**src/rtl/ram_arbiter.sv**
```systemverilog
// ram_arbiter: round-robin arbiter sharing one single-port character RAM between a write and a read client.
// Optional power-on clear to ASCII space is enabled by defining RAM_ARB_CLR_EN (adds init_done).
`default_nettype none

module ram_arbiter #(
  parameter int DATA_W = 8,
  parameter int ADDR_W = 4
) (
  input  logic              clk,
  input  logic              rst,
  input  logic              wr_req,
  input  logic [ADDR_W-1:0] wr_addr,
  input  logic [DATA_W-1:0] wr_data,
  output logic              wr_ack,
  input  logic              rd_req,
  input  logic [ADDR_W-1:0] rd_addr,
  output logic              rd_ack,
  output logic              rd_valid,
  output logic [DATA_W-1:0] rd_data,
  output logic              ram_we,
  output logic [ADDR_W-1:0] ram_addr,
  output logic [DATA_W-1:0] ram_data_w,
  input  logic [DATA_W-1:0] ram_data_r
`ifdef RAM_ARB_CLR_EN
  ,
  output logic              init_done
`endif
);

  localparam logic [DATA_W-1:0] C_CLR_CHAR = DATA_W'(8'h20);

  typedef enum logic [1:0] {
    S_IDLE = 2'd0,
    S_WR   = 2'd1,
    S_RD   = 2'd2,
    S_CLR  = 2'd3
  } state_t;

  state_t state_q;
  logic   last_wr_q;   // 1: write client was served most recently
  logic   rd_valid_q;

`ifdef RAM_ARB_CLR_EN
  logic [ADDR_W-1:0] clr_cnt_q;
  logic              init_done_q;
`endif

  always_ff @(posedge clk) begin
    if (rst) begin
`ifdef RAM_ARB_CLR_EN
      state_q     <= S_CLR;
      clr_cnt_q   <= '0;
      init_done_q <= 1'b0;
`else
      state_q     <= S_IDLE;
`endif
      last_wr_q   <= 1'b0;
      rd_valid_q  <= 1'b0;
    end else begin
      rd_valid_q <= (state_q == S_RD);
      case (state_q)
        S_IDLE: begin
          // On a tie the client that was not served last wins
          if (wr_req && (!rd_req || !last_wr_q)) state_q <= S_WR;
          else if (rd_req)                       state_q <= S_RD;
        end
        S_WR: begin
          last_wr_q <= 1'b1;
          state_q   <= rd_req ? S_RD : S_IDLE;
        end
        S_RD: begin
          last_wr_q <= 1'b0;
          state_q   <= wr_req ? S_WR : S_IDLE;
        end
        default: begin
`ifdef RAM_ARB_CLR_EN
          clr_cnt_q <= clr_cnt_q + 1'b1;
          if (&clr_cnt_q) begin
            state_q     <= S_IDLE;
            init_done_q <= 1'b1;
          end
`else
          state_q <= S_IDLE;
`endif
        end
      endcase
    end
  end

  // A cycle with rst high never commits a write or issues an ack
  always_comb begin
    wr_ack     = 1'b0;
    rd_ack     = 1'b0;
    ram_we     = 1'b0;
    ram_addr   = '0;
    ram_data_w = '0;
    if (!rst) begin
      case (state_q)
        S_WR: begin
          ram_we     = 1'b1;
          ram_addr   = wr_addr;
          ram_data_w = wr_data;
          wr_ack     = 1'b1;
        end
        S_RD: begin
          ram_addr = rd_addr;
          rd_ack   = 1'b1;
        end
`ifdef RAM_ARB_CLR_EN
        S_CLR: begin
          ram_we     = 1'b1;
          ram_addr   = clr_cnt_q;
          ram_data_w = C_CLR_CHAR;
        end
`endif
        default: ;
      endcase
    end
  end

  assign rd_valid = rd_valid_q;
  assign rd_data  = rd_valid_q ? ram_data_r : '0;

`ifdef RAM_ARB_CLR_EN
  assign init_done = init_done_q;
`endif

endmodule

`default_nettype wire

```
**config.mk**
```make
export PLATFORM = sky130hd
export DESIGN_NAME = ram_arbiter
export DESIGN_NICKNAME = d
export VERILOG_FILES = /design/src/rtl/ram_arbiter.sv
export SDC_FILE = /design/constraint.sdc
export NUM_CORES = 1
export LEC_CHECK = 0
export BUFFER_PORTS_ARGS = -buffer_cell sky130_fd_sc_hd__buf_2
export CAP_MARGIN = 25
export CORE_MARGIN = 2
export CORE_UTILIZATION = 28
export CTS_CLUSTER_DIAMETER = 30
export CTS_CLUSTER_SIZE = 24
export DETAILED_ROUTE_END_ITERATION = 10
export PLACE_DENSITY_LB_ADDON = 0.15
export SYNTH_ARGS = -nofsm -noshare
export SYNTH_HDL_FRONTEND = slang
export SYNTH_SLANG_ARGS = --single-unit
```
**constraint.sdc**
```tcl
create_clock -name clk -period 1.25 [get_ports clk]
set_clock_uncertainty 0.15 [all_clocks]
set_input_delay 0.0625 -clock clk [delete_from_list [all_inputs] [get_ports clk]]
set_output_delay 0.0625 -clock clk [all_outputs]
set_load 0.05 [all_outputs]
```
Yosys cells after proc, flatten, opt, wreduce, memory -nomap -nowiden:

Cells that the tools add are included.

* equal/unequal tests: 3
* multiplexer cells: 15
* reduce and logical (&&, ||, !) cells: 6

Operator list (count)
* $mux W8: 3
* $pmux W4 S2: 1
* $mux W2: 3
* $pmux W2 S3: 1
* $mux W1: 5
* $mux W4: 1
* $ne A3 B3 Y1 const B: 1
* $eq A2 B1 Y1 const B: 1
* $eq A2 B2 Y1 const B: 1
* $logic_not A1 Y1: 2
* $logic_not A2 Y1: 1
* $pmux W1 S2: 1
* $reduce_bool A2 Y1: 1
* $logic_and A1 B1 Y1: 1
* $logic_or A1 B1 Y1: 1

* register bits: 4
* word-level logic and storage cells: 27

Logic depth before layout (Yosys ltp):

* depth after elaboration: 5
* gate-level depth with buffers: 5
* gate-level depth less buffers: 5

Least setup slack after synthesis:

OpenSTA, ideal clock, no wires.

* path kind: reg2out
* from: register state_q[0]
* to: output ram_addr[0]
* arrival time: 1503 ps
* required time: 1038 ps
* path slack: -466 ps
* cell stages (with the launch flop): 5
* path buffers: 0
* cells stage by stage: dfxtp_1 > inv_1 > ha_1 > nand2b_1 > nor2_1

* cells in the longest elaborated chain, start to end: 3

Ends and longest elaborated chain
* start, declared: line 39 `state_t state_q;`
* start signal, assigned: line 69 `state_q <= rd_req ? S_RD : S_IDLE;`
* start signal, assigned: line 73 `state_q <= wr_req ? S_WR : S_IDLE;`
* $eq A2 B2 Y1 / $eq A2 B1 Y1 (equally long branches): line 98 `case (state_q)`
* $pmux W4 S2 (*): line 98
* $mux W4 (*): line 97 `if (!rst) begin`
* end, declared: line 21 `output logic [ADDR_W-1:0] ram_addr,`

Mark *: on every way between the ends. The rest lies on a longest branch, timed or not.

Worst setup path in the final report:

* from: register state_q[1]
* to: output ram_data_w[0]

* cells in the longest elaborated chain, start to end: 3

Ends and longest elaborated chain
* $eq A2 B1 Y1: line 98
* $mux W8: line 98
* $mux W8: line 97
* end, declared: line 22 `output logic [DATA_W-1:0] ram_data_w,`

Every way passes these cells.

==> impl_metrics.csv <==
group,metric,value,unit
outcome,status,"finished with violations",
outcome,failed_checks,"setup timing",
final_layout,multi_input_area,461.7,um^2
timing,setup_viol,17,
grt,grt_max_degree,10,
synth,synthCells,55,
clock_network,clkTransAtPathRegs,0.03,ns
clock_network,cts_root_buf,"clkbuf_4",
die,rows,13,
clock_network,cts_tree,"built",
timing,fin_tns_setup,-4.658,ns
grt,grt_pass1_vias,577,
detailed_routing,routed_wl,1.881,mm
die,initial_core_util,0.3086,
place,hpwl,1.160,mm
timing,rsz0062_at_grt,"true",
detailed_routing,vias,623,
pwr,power.density,729.8,nW/um^2
final_layout,fillers,82,
worst_hold_path,hold_path.class,"primary input to flip-flop",
detailed_routing,vias_per_cell,4.649,
timing,min_period,1.584,ns
place,placed_area,810.8,um^2
synth,synth_fp_nets,88,
critical_path,path_class,"flip-flop to output pin",
clock_network,cts_buffers,3,
detailed_routing,detail-route-antenna-nets,0,
die,dieArea,1813,um^2
detailed_routing,drc,0,
clock_network,htreeDepth,1,
detailed_routing,first_pass_iters,3,
clock_network,clock_path_buffers,2,
grt,grt_pass1_wl,2.746,mm
timing,timing.fmax,0.6315,GHz
final_layout,n_antenna_cell,0,
die,top_level_ports,52,
clock_network,worstSkewPairLatency,0.23,ns
synth,netlist_area,416.7,um^2
detailed_routing,drtIter0Drc,2,
synth,synth_area_per_cell,7.575,um^2
pwr,irDropWorstVdd,0.5818,mV
timing,fin_ws,-0.3336,ns
job,drv_cap,0,
synth,ys_ff_latch,4,
final_layout,drive_gt1_frac,0.8403,
grt,track_usage,0.2053,
pwr,total_power,798.9,uW
final_layout,fin_area,1095,um^2
place,place_ws,-0.2533,ns
place,place_congestion,0.7372,
timing,hold_viol,0,
critical_path,critPathLaunchType,"flip-flop",
grt,grt_antenna_before_repair,0,
synth,yosysSeqAreaShare,0.1922,
die,die_x,42.58,um
final_layout,fin_nets,154,
detailed_routing,wire_per_inst,14.04,um
timing,slew_viol_final,0,
timing,tightest_slew,0.2604,ns
critical_path,worst-path-max-fanout,7,
pwr,leakage,0.0005209,uW
synth,synth.distinct_cells,16,
critical_path,worstPathArrival,1.37,ns
critical_path,end_kind,"output pin",
die,coreArea,1350,um^2
timing,slew_headroom,0.8259,
final_layout,register_area,88.84,um^2
grt,grt_overflow,0,
timing,fin_crit_sh,1.267,
synth,synth_warnings,0,
final_layout,syn_to_final_growth,162.8,%
place,port_buffers,51,
clock_network,cts_sinks,4,
die,die_y,42.58,um
critical_path,required,1.04,ns
## cell usage in the layout (no fill, tap or decap), drive strengths merged, types with 4 or more instances in the layout
cell    count
nor2b       4
ha          5
a22oi       4
dfxtp       4
buf        52
and2       16
clkbuf     11
nor2        6
nand2       5
## what timing repair did
action / CTS / global route
hold buffers: 2 / 0
endpoints found under the hold margin: 2 / 0
cloned: 1 / 0
pin swaps: 3 / 7
endpoints found under the setup margin: 18 / 26
buffers inserted: 1 / 4
gates resized for setup: 49 / 10
## metrics by stage
| step | utilization | instances | hold WS [ns] |
|---|---|---|---|
| after global placement | 0.6006 | 123 | 0.1903 |
| after floorplan | - | 55 | -0.02330 |
| after detailed placement | 0.6006 | 123 | 0.1897 |
| final | 0.8109 | 134 | 0.03702 |
| after global routing | 0.8109 | 134 | 0.04630 |
| after CTS | 0.7683 | 130 | 0.04210 |
## state kept, by name, indices dropped and copies added, names as in the netlist
register / cells
rd_valid: 1
state_q: 2
last_wr_q: 1
## where the power goes
| part | total, uW | leakage (uW) | switching (uW) | internal, uW |
|---|---|---|---|---|
| Sequential | 164 | 0.0000347 | 20.1 | 144 |
| Clock | 158 | 0.0000138 | 50.3 | 107 |
| Combinational | 477 | 0.000472 | 247 | 230 |
| Total | 799 | 0.000521 | 317 | 482 |
## layout make-up
class,instances,share of cell area
Clock buffer,3,0.02057
Inverter,2,0.01143
Multi-Input combinational cell,48,0.4217
Sequential cell,4,0.08114
Tap cell,15,0.01714
Timing Repair Buffer,62,0.4480
## cell families after synthesis
| logic type | Yosys count | share of synthesized area |
|---|---|---|
| fa+ha+maj | 5 | 0.1502 |
| simple gates | 33 | 0.4565 |
| buf+inv | 4 | 0.06307 |
| compound gates | 9 | 0.1381 |
| flops | 4 | 0.1922 |
## synthesized netlist by cell type
library cell | instances | area [um^2]
ha_1 | 5 | 62.56
nor2b_2 | 1 | 8.760
nor4b_2 | 1 | 15.01
a21oi_1 | 2 | 10.01
nand2_1 | 5 | 18.77
inv_1 | 2 | 7.510
a22oi_1 | 4 | 30.03
buf_6 | 1 | 11.26
nand2b_1 | 2 | 12.51
dfxtp_1 | 4 | 80.08
a211oi_1 | 1 | 7.510
and2_1 | 16 | 100.1
nor2_1 | 6 | 22.52
nor2b_1 | 2 | 12.51
o21ai_0 | 2 | 10.01
buf_4 | 1 | 7.510
## path summary, 6_finish.rpt
check                          startpoint  slack, ns  cells after the start                endpoint
setup / recovery  state_q[1]$_SDFFE_PP0P_      -0.33                      5           ram_data_w[0]
hold / removal                        rst       0.04                      2     rd_valid$_SDFF_PP0_
setup reg to reg  state_q[0]$_SDFFE_PP0P_      -0.10                      5  last_wr_q$_SDFFE_PP0N_
hold reg to reg    last_wr_q$_SDFFE_PP0N_       0.36                      2  last_wr_q$_SDFFE_PP0N_
## worst max-delay path, cell delays in order, from the launching register on
cell and delay (ns):
dfxtp_4 0.36, inv_4 0.07, ha_4 0.18, nor2b_4 0.21, and2_4 0.17, buf_8 0.14
## layer usage
metal  GRT usage  vias up  wire length, um
met5           0        -                0
met4     0.03750        0               31
met3     0.06897        2              140
met2      0.4492       32             1116
met1      0.1675      278              593
li1            -      311                -
Power figures use the tool's default switching activity.
